$ cat config.mk
export PLATFORM = sky130hd
export DESIGN_NAME = wallace_div
export DESIGN_NICKNAME = d
export VERILOG_FILES = /design/src/rtl/mul_div_pkg.sv /design/src/rtl/div_step.sv /design/src/rtl/wallace_div.sv
export SDC_FILE = /design/constraint.sdc
export NUM_CORES = 1
export LEC_CHECK = 0
export ABC_AREA = 1
export CAP_MARGIN = 5
export CORE_UTILIZATION = 60
export DETAILED_ROUTE_END_ITERATION = 8
export PLACE_DENSITY = 0.86
export SYNTH_ARGS = -nofsm -noshare
export SYNTH_HDL_FRONTEND = slang
export SYNTH_SLANG_ARGS = --single-unit
$ cat constraint.sdc
create_clock -name clk -period 9.3 [get_ports clk]
set_input_delay 1.86 -clock clk [delete_from_list [all_inputs] [get_ports clk]]
set_output_delay 1.86 -clock clk [all_outputs]
set_load 0.02 [all_outputs]
$ cat src/rtl/mul_div_pkg.sv
// Shared definitions for the multiply/divide datapath: width defaults,
// divider FSM states and the iteration counter width.
package mul_div_pkg;

    localparam int DW_DEF = 16;          // operand / quotient width
    localparam int PW_DEF = 2 * DW_DEF;  // dividend (product) width

    typedef enum logic [1:0] {
        IDLE = 2'd0,
        CALC = 2'd1,
        DONE = 2'd2
    } div_state_t;

    // Counter must be able to hold 0..DW.
    function automatic int cnt_width(input int dw);
        return $clog2(dw + 1);
    endfunction

    localparam int CNT_W = $clog2(DW_DEF + 1);

endpackage

$ cat src/rtl/div_step.sv
// One radix-2 restoring division step. The partial remainder is kept one bit
// wider than the divisor so that the shifted value (< 2*d) never overflows.
module div_step
    import mul_div_pkg::*;
#(
    parameter int DW = DW_DEF
) (
    input  logic [DW:0]   rem_in,
    input  logic          bit_in,
    input  logic [DW-1:0] d,
    output logic [DW:0]   rem_out,
    output logic          q_bit
);

    logic [DW+1:0] wide;
    logic [DW:0]   diff;

    // Shift in the next dividend bit, trial-subtract, restore if negative.
    // The top bit of wide is folded into the compare; the subtraction only
    // needs DW+1 bits because the true result is always below 2^DW.
    always_comb begin
        wide    = {rem_in, bit_in};
        q_bit   = wide[DW+1] | (wide[DW:0] >= {1'b0, d});
        diff    = wide[DW:0] - {1'b0, d};
        rem_out = q_bit ? diff : wide[DW:0];
    end

endmodule

$ cat src/rtl/wallace_div.sv
// Sequential unsigned divider, inverse of the Wallace multiplier:
// p = q*b + r with r < b. One restoring step per cycle, MSB first.
// Divide-by-zero and quotient overflow finish in a single cycle.
module wallace_div
    import mul_div_pkg::*;
#(
    parameter int DW = DW_DEF,
    parameter int PW = PW_DEF
) (
    input  logic          clk,
    input  logic          rst,
    input  logic          start,
    input  logic [PW-1:0] p,
    input  logic [DW-1:0] b,
    output logic          busy,
    output logic          done,
    output logic [DW-1:0] q,
    output logic [DW-1:0] r,
    output logic          div_zero,
    output logic          ovf
);

    localparam int CW = cnt_width(DW);

    div_state_t    state;
    logic [CW-1:0] cnt;
    logic [DW:0]   rem;      // partial remainder
    logic [DW-1:0] p_lo;     // remaining dividend bits, MSB consumed first
    logic [DW-1:0] b_reg;    // divisor captured at start
    logic [DW-1:0] quo;      // quotient accumulator, bits enter at LSB

    logic [DW:0]   step_rem;
    logic          step_q;
    logic [DW-1:0] quo_nxt;

    div_step #(.DW(DW)) u_step (
        .rem_in  (rem),
        .bit_in  (p_lo[DW-1]),
        .d       (b_reg),
        .rem_out (step_rem),
        .q_bit   (step_q)
    );

    // Quotient after the current step.
    always_comb begin
        quo_nxt = {quo[DW-2:0], step_q};
    end

    // Control FSM and datapath registers; results are held until the next
    // accepted start, and operands are captured so input changes mid-CALC
    // have no effect.
    always_ff @(posedge clk or posedge rst) begin
        if (rst) begin
            state    <= IDLE;
            cnt      <= '0;
            rem      <= '0;
            p_lo     <= '0;
            b_reg    <= '0;
            quo      <= '0;
            busy     <= 1'b0;
            done     <= 1'b0;
            q        <= '0;
            r        <= '0;
            div_zero <= 1'b0;
            ovf      <= 1'b0;
        end else begin
            case (state)
                IDLE: begin
                    done <= 1'b0;
                    if (start) begin
                        busy     <= 1'b1;
                        q        <= '0;
                        r        <= '0;
                        div_zero <= 1'b0;
                        ovf      <= 1'b0;
                        b_reg    <= b;
                        p_lo     <= p[DW-1:0];
                        rem      <= {1'b0, p[PW-1:DW]};
                        quo      <= '0;
                        cnt      <= '0;
                        if (b == '0) begin
                            state    <= DONE;
                            done     <= 1'b1;
                            div_zero <= 1'b1;
                            q        <= '1;
                            r        <= p[DW-1:0];
                        end else if (p[PW-1:DW] >= b) begin
                            // Upper half already >= b: quotient needs > DW bits.
                            state <= DONE;
                            done  <= 1'b1;
                            ovf   <= 1'b1;
                            q     <= '1;
                        end else begin
                            state <= CALC;
                        end
                    end
                end
                CALC: begin
                    rem  <= step_rem;
                    quo  <= quo_nxt;
                    p_lo <= {p_lo[DW-2:0], 1'b0};
                    cnt  <= cnt + 1'b1;
                    if (cnt == CW'(DW - 1)) begin
                        state <= DONE;
                        done  <= 1'b1;
                        q     <= quo_nxt;
                        r     <= step_rem[DW-1:0];
                    end
                end
                DONE: begin
                    done  <= 1'b0;
                    busy  <= 1'b0;
                    state <= IDLE;
                end
                default: begin
                    state <= IDLE;
                    done  <= 1'b0;
                    busy  <= 1'b0;
                end
            endcase
        end
    end

endmodule

==> impl_metrics.ini <==
[finish]
share_of_final_layout_standard_cells_stronger_than_drive_strength_1 = 0.0855
area_delta_synth_final_pct = 16.6
multi_input_comb_area_um2 = 3040
final_layout_fill_cell_count = 824
final_net_count = 993
largest_register_ff_count = 17
stdcell_area_um2 = 7520
register_area_um2 = 2680
regMostFlops = rem
antennaDiodeCount = 0

[clock_network]
cts-htree-levels = 3
post_cts_buffers = 0
insertion_delay_ps = 380
post_cts_hold_buffer_count = 0
clock-root-buffer = sky130_fd_sc_hd__clkbuf_8
cts_buffer_depth = 2
post_cts.resized_instances = 0
clock_sinks = 107
cts_inserted_buffers = 9
tritoncts = done
path_clk_slew_ps = 110

[routing]
vias = 5765
routed_wirelength_mm = 15.5
met1_length_mm = 7.11
topRoutingLayerUsed = met4
drt_first_pass_iters = 6
routed-wl-met3_mm = 1.18
drc = 0
ant_nets = 0
first_iter_violations = 445
avgRoutedWirePerCell_um = 14.8
routed-wl-met2_mm = 6.98
vias_per_cell = 5.50

[floorplan]
rows = 37
design.core.area_um2 = 10400
floorplan.initialDensity = 0.622
die_width_um = 106
die_h_um = 106
top_level_ports = 87
die_area_um2 = 11200

[flow_run]
cap_viol_max_count = 0

[synth]
yosys.cell_count.top_type = sky130_fd_sc_hd__nand2_1
synth_top_family_by_area = simple AND/OR/NAND/NOR gates
postSynthRegisterBits = 107
post_synthesis_xor_xnor_area_fraction = 0.00951
synth.avg_cell_area_um2 = 7.69
synth_warnings = 0
synth_commonest_cells = 184 x sky130_fd_sc_hd__nand2_1, 141 x sky130_fd_sc_hd__inv_1, 107 x sky130_fd_sc_hd__dfrtp_1, 72 x sky130_fd_sc_hd__o21ai_0, 60 x sky130_fd_sc_hd__nor2_1
netlist_area_um2 = 6450
ys.flop_type = sky130_fd_sc_hd__dfrtp_1
share_of_the_synthesized_area_in_compound_gates_ao_oa_aoi_oai = 0.157
synth-seq-area-share = 0.415
synth_async_sr_flop_share = 1.00
postSynthNetCount = 925
synth.distinct_cells = 40
synthesis.instances = 839
synth.area.mux_share = 0
synth_fa_ha_area_frac = 0.0691
yosys-top-cells-area = sky130_fd_sc_hd__dfrtp_1 42%, sky130_fd_sc_hd__nand2_1 11%, sky130_fd_sc_hd__inv_1 8.2%, sky130_fd_sc_hd__ha_1 6.6%, sky130_fd_sc_hd__o21ai_0 5.6%
post_synth_and_or_nand_nor_area_fraction = 0.235
synthDominantCellAreaShare = 0.415
count_of_flip_flops_with_a_built_in_enable_after_synthesis = 0
synth.largest_area_cell = sky130_fd_sc_hd__dfrtp_1

[setup_path]
cp_most_frequent_cell = sky130_fd_sc_hd__nor2_4
timing.critical_path.max_delay_family = simple AND/OR/NAND/NOR gates
startpoint_type = primary input
cp_cell_sequence = clkdlybuf4s50_1 -> nand2_1 -> nor2_4 -> nor2_4 -> nor2_4 -> inv_2 -> a21oi_1 -> a21oi_1
critical-path-slowest-cell = sky130_fd_sc_hd__nor2_4
critPathArrivalTime_ps = 4960
crit_path_end_kind = flip-flop
critPathMaxStageDelay_ps = 840
critPathBufInv = 2
required_ps = 9540
worstSetupPathType = in2reg
crit_path_max_fanout = 49

[pwr]
total_switching_power_mw = 1.60
switching_share = 0.510
clkPwrFrac = 0.089
power.sequential.fraction = 0.259
p_int_mw = 1.54
power.share.combinational = 0.652
power.static_leakage_nw = 3.73
irDropWorstVdd_mv = 0.204
total_power_mw = 3.15
power_density_nw_per_um2 = 419

[sta]
max_clock_freq_ghz = 0.212
tightestPinTransition_ps = 1050
timing.max_slew.rel_slack = 0.302
final.setup_skew_ps = 8.64
slew_viol_final = 0
fin_tns_setup_ps = 0
timing.hold.ws_ps = 515
finalCritPeriodShare = 0.507
report.final.setup_viol = 0
rsz0062_at_grt = false
timing.final.crit_period_ps = 4720
hold_violations = 0

[global_route]
grt_use_total = 0.292
initial_antenna_violation_count = 0
via_count_of_the_first_global_routing_pass = 5325
pin_count_of_the_biggest_net_entering_global_routing = 66
grt_pass1_wl_mm = 25.7
global_route.overflow_total = 0

[outcome]
run_status = complete, no violations

[placed_design]
port_buffers = 86
hpwlAfterDp_mm = 11.3
place.gp.congestion = 0.921
placement.cell_area_um2 = 7330

[min_path]
worstHoldPathType = reg2reg
## cell type report
cell class,instances,area share
clock buffers,9,0.0165
repair buffers,87,0.115
clock inverters,7,0.00932
inverters,150,0.0752
flip-flops and latches,107,0.356
multi-input cells,552,0.405
well taps,136,0.0226
## tightest hold or removal path: cells and delay by family (launching register included)
kind,cells,cell delay (ps)
and+or+nand+nor,1,50
AOI/OAI and AO/OA,1,60
DFF,1,370
## metal layers
layer | up-vias | track usage
met5 | - | 0
met4 | 0 | 0.0694
met3 | 28 | 0.0705
met2 | 228 | 0.452
met1 | 2694 | 0.413
li1 | 2815 | -
## power groups by stage
stage / Clock, mW / Sequential [mW] / Combinational [mW]
finish: 0.281 / 0.815 / 2.05
floorplan: 0 / 0.892 / 1.46
global route: 0.303 / 0.838 / 2.29
global placement: 0 / 0.817 / 1.97
CTS: 0.284 / 0.812 / 2.04
detailed placement: 0 / 0.820 / 2.02
## cells in the final DEF, fill, tap and decap left out, types with 13 or more instances in the layout
master	Yosys	routed
sky130_fd_sc_hd__a21oi_1	56	56
sky130_fd_sc_hd__inv_1	141	140
sky130_fd_sc_hd__o21ai_0	72	72
sky130_fd_sc_hd__nand3_1	40	40
sky130_fd_sc_hd__ha_1	34	34
sky130_fd_sc_hd__nand2_1	184	184
sky130_fd_sc_hd__nand2_2	13	13
sky130_fd_sc_hd__o22ai_1	16	16
sky130_fd_sc_hd__dfrtp_1	107	107
sky130_fd_sc_hd__nor2_1	60	59
sky130_fd_sc_hd__clkdlybuf4s50_1	0	86
## worst paths after layout
| kind | endpoint | cells past startpoint | slack, ps | startpoint |
|---|---|---|---|---|
| setup / recovery | q[5] | 8 | 4580 | start |
| min in group asynchronous | q[10] | 2 | 1880 | rst |
| hold reg to reg | quo[14] | 2 | 520 | quo[14] |
| max in group asynchronous | rem[9] | 3 | 6250 | rst |
| hold / removal | quo[14] | 2 | 520 | quo[14] |
| setup reg to reg | q[5] | 7 | 5550 | state[0] |
## cells by family after synthesis
kind of cell | Yosys count
simple gates | 336
fa+ha+maj | 35
buf+inv | 180
compound gates | 174
flops | 107
xor+xnor | 7
## per-stage QoR
step,util,worst slack (ps),cells
final,0.725,4580,1048
after global routing,0.725,4400,1048
after CTS,0.725,4660,1048
after detailed placement,0.706,4270,1032
after global placement,0.706,4360,1032
after floorplan,-,4620,839
No activity file was read; power rests on OpenSTA's default activity.
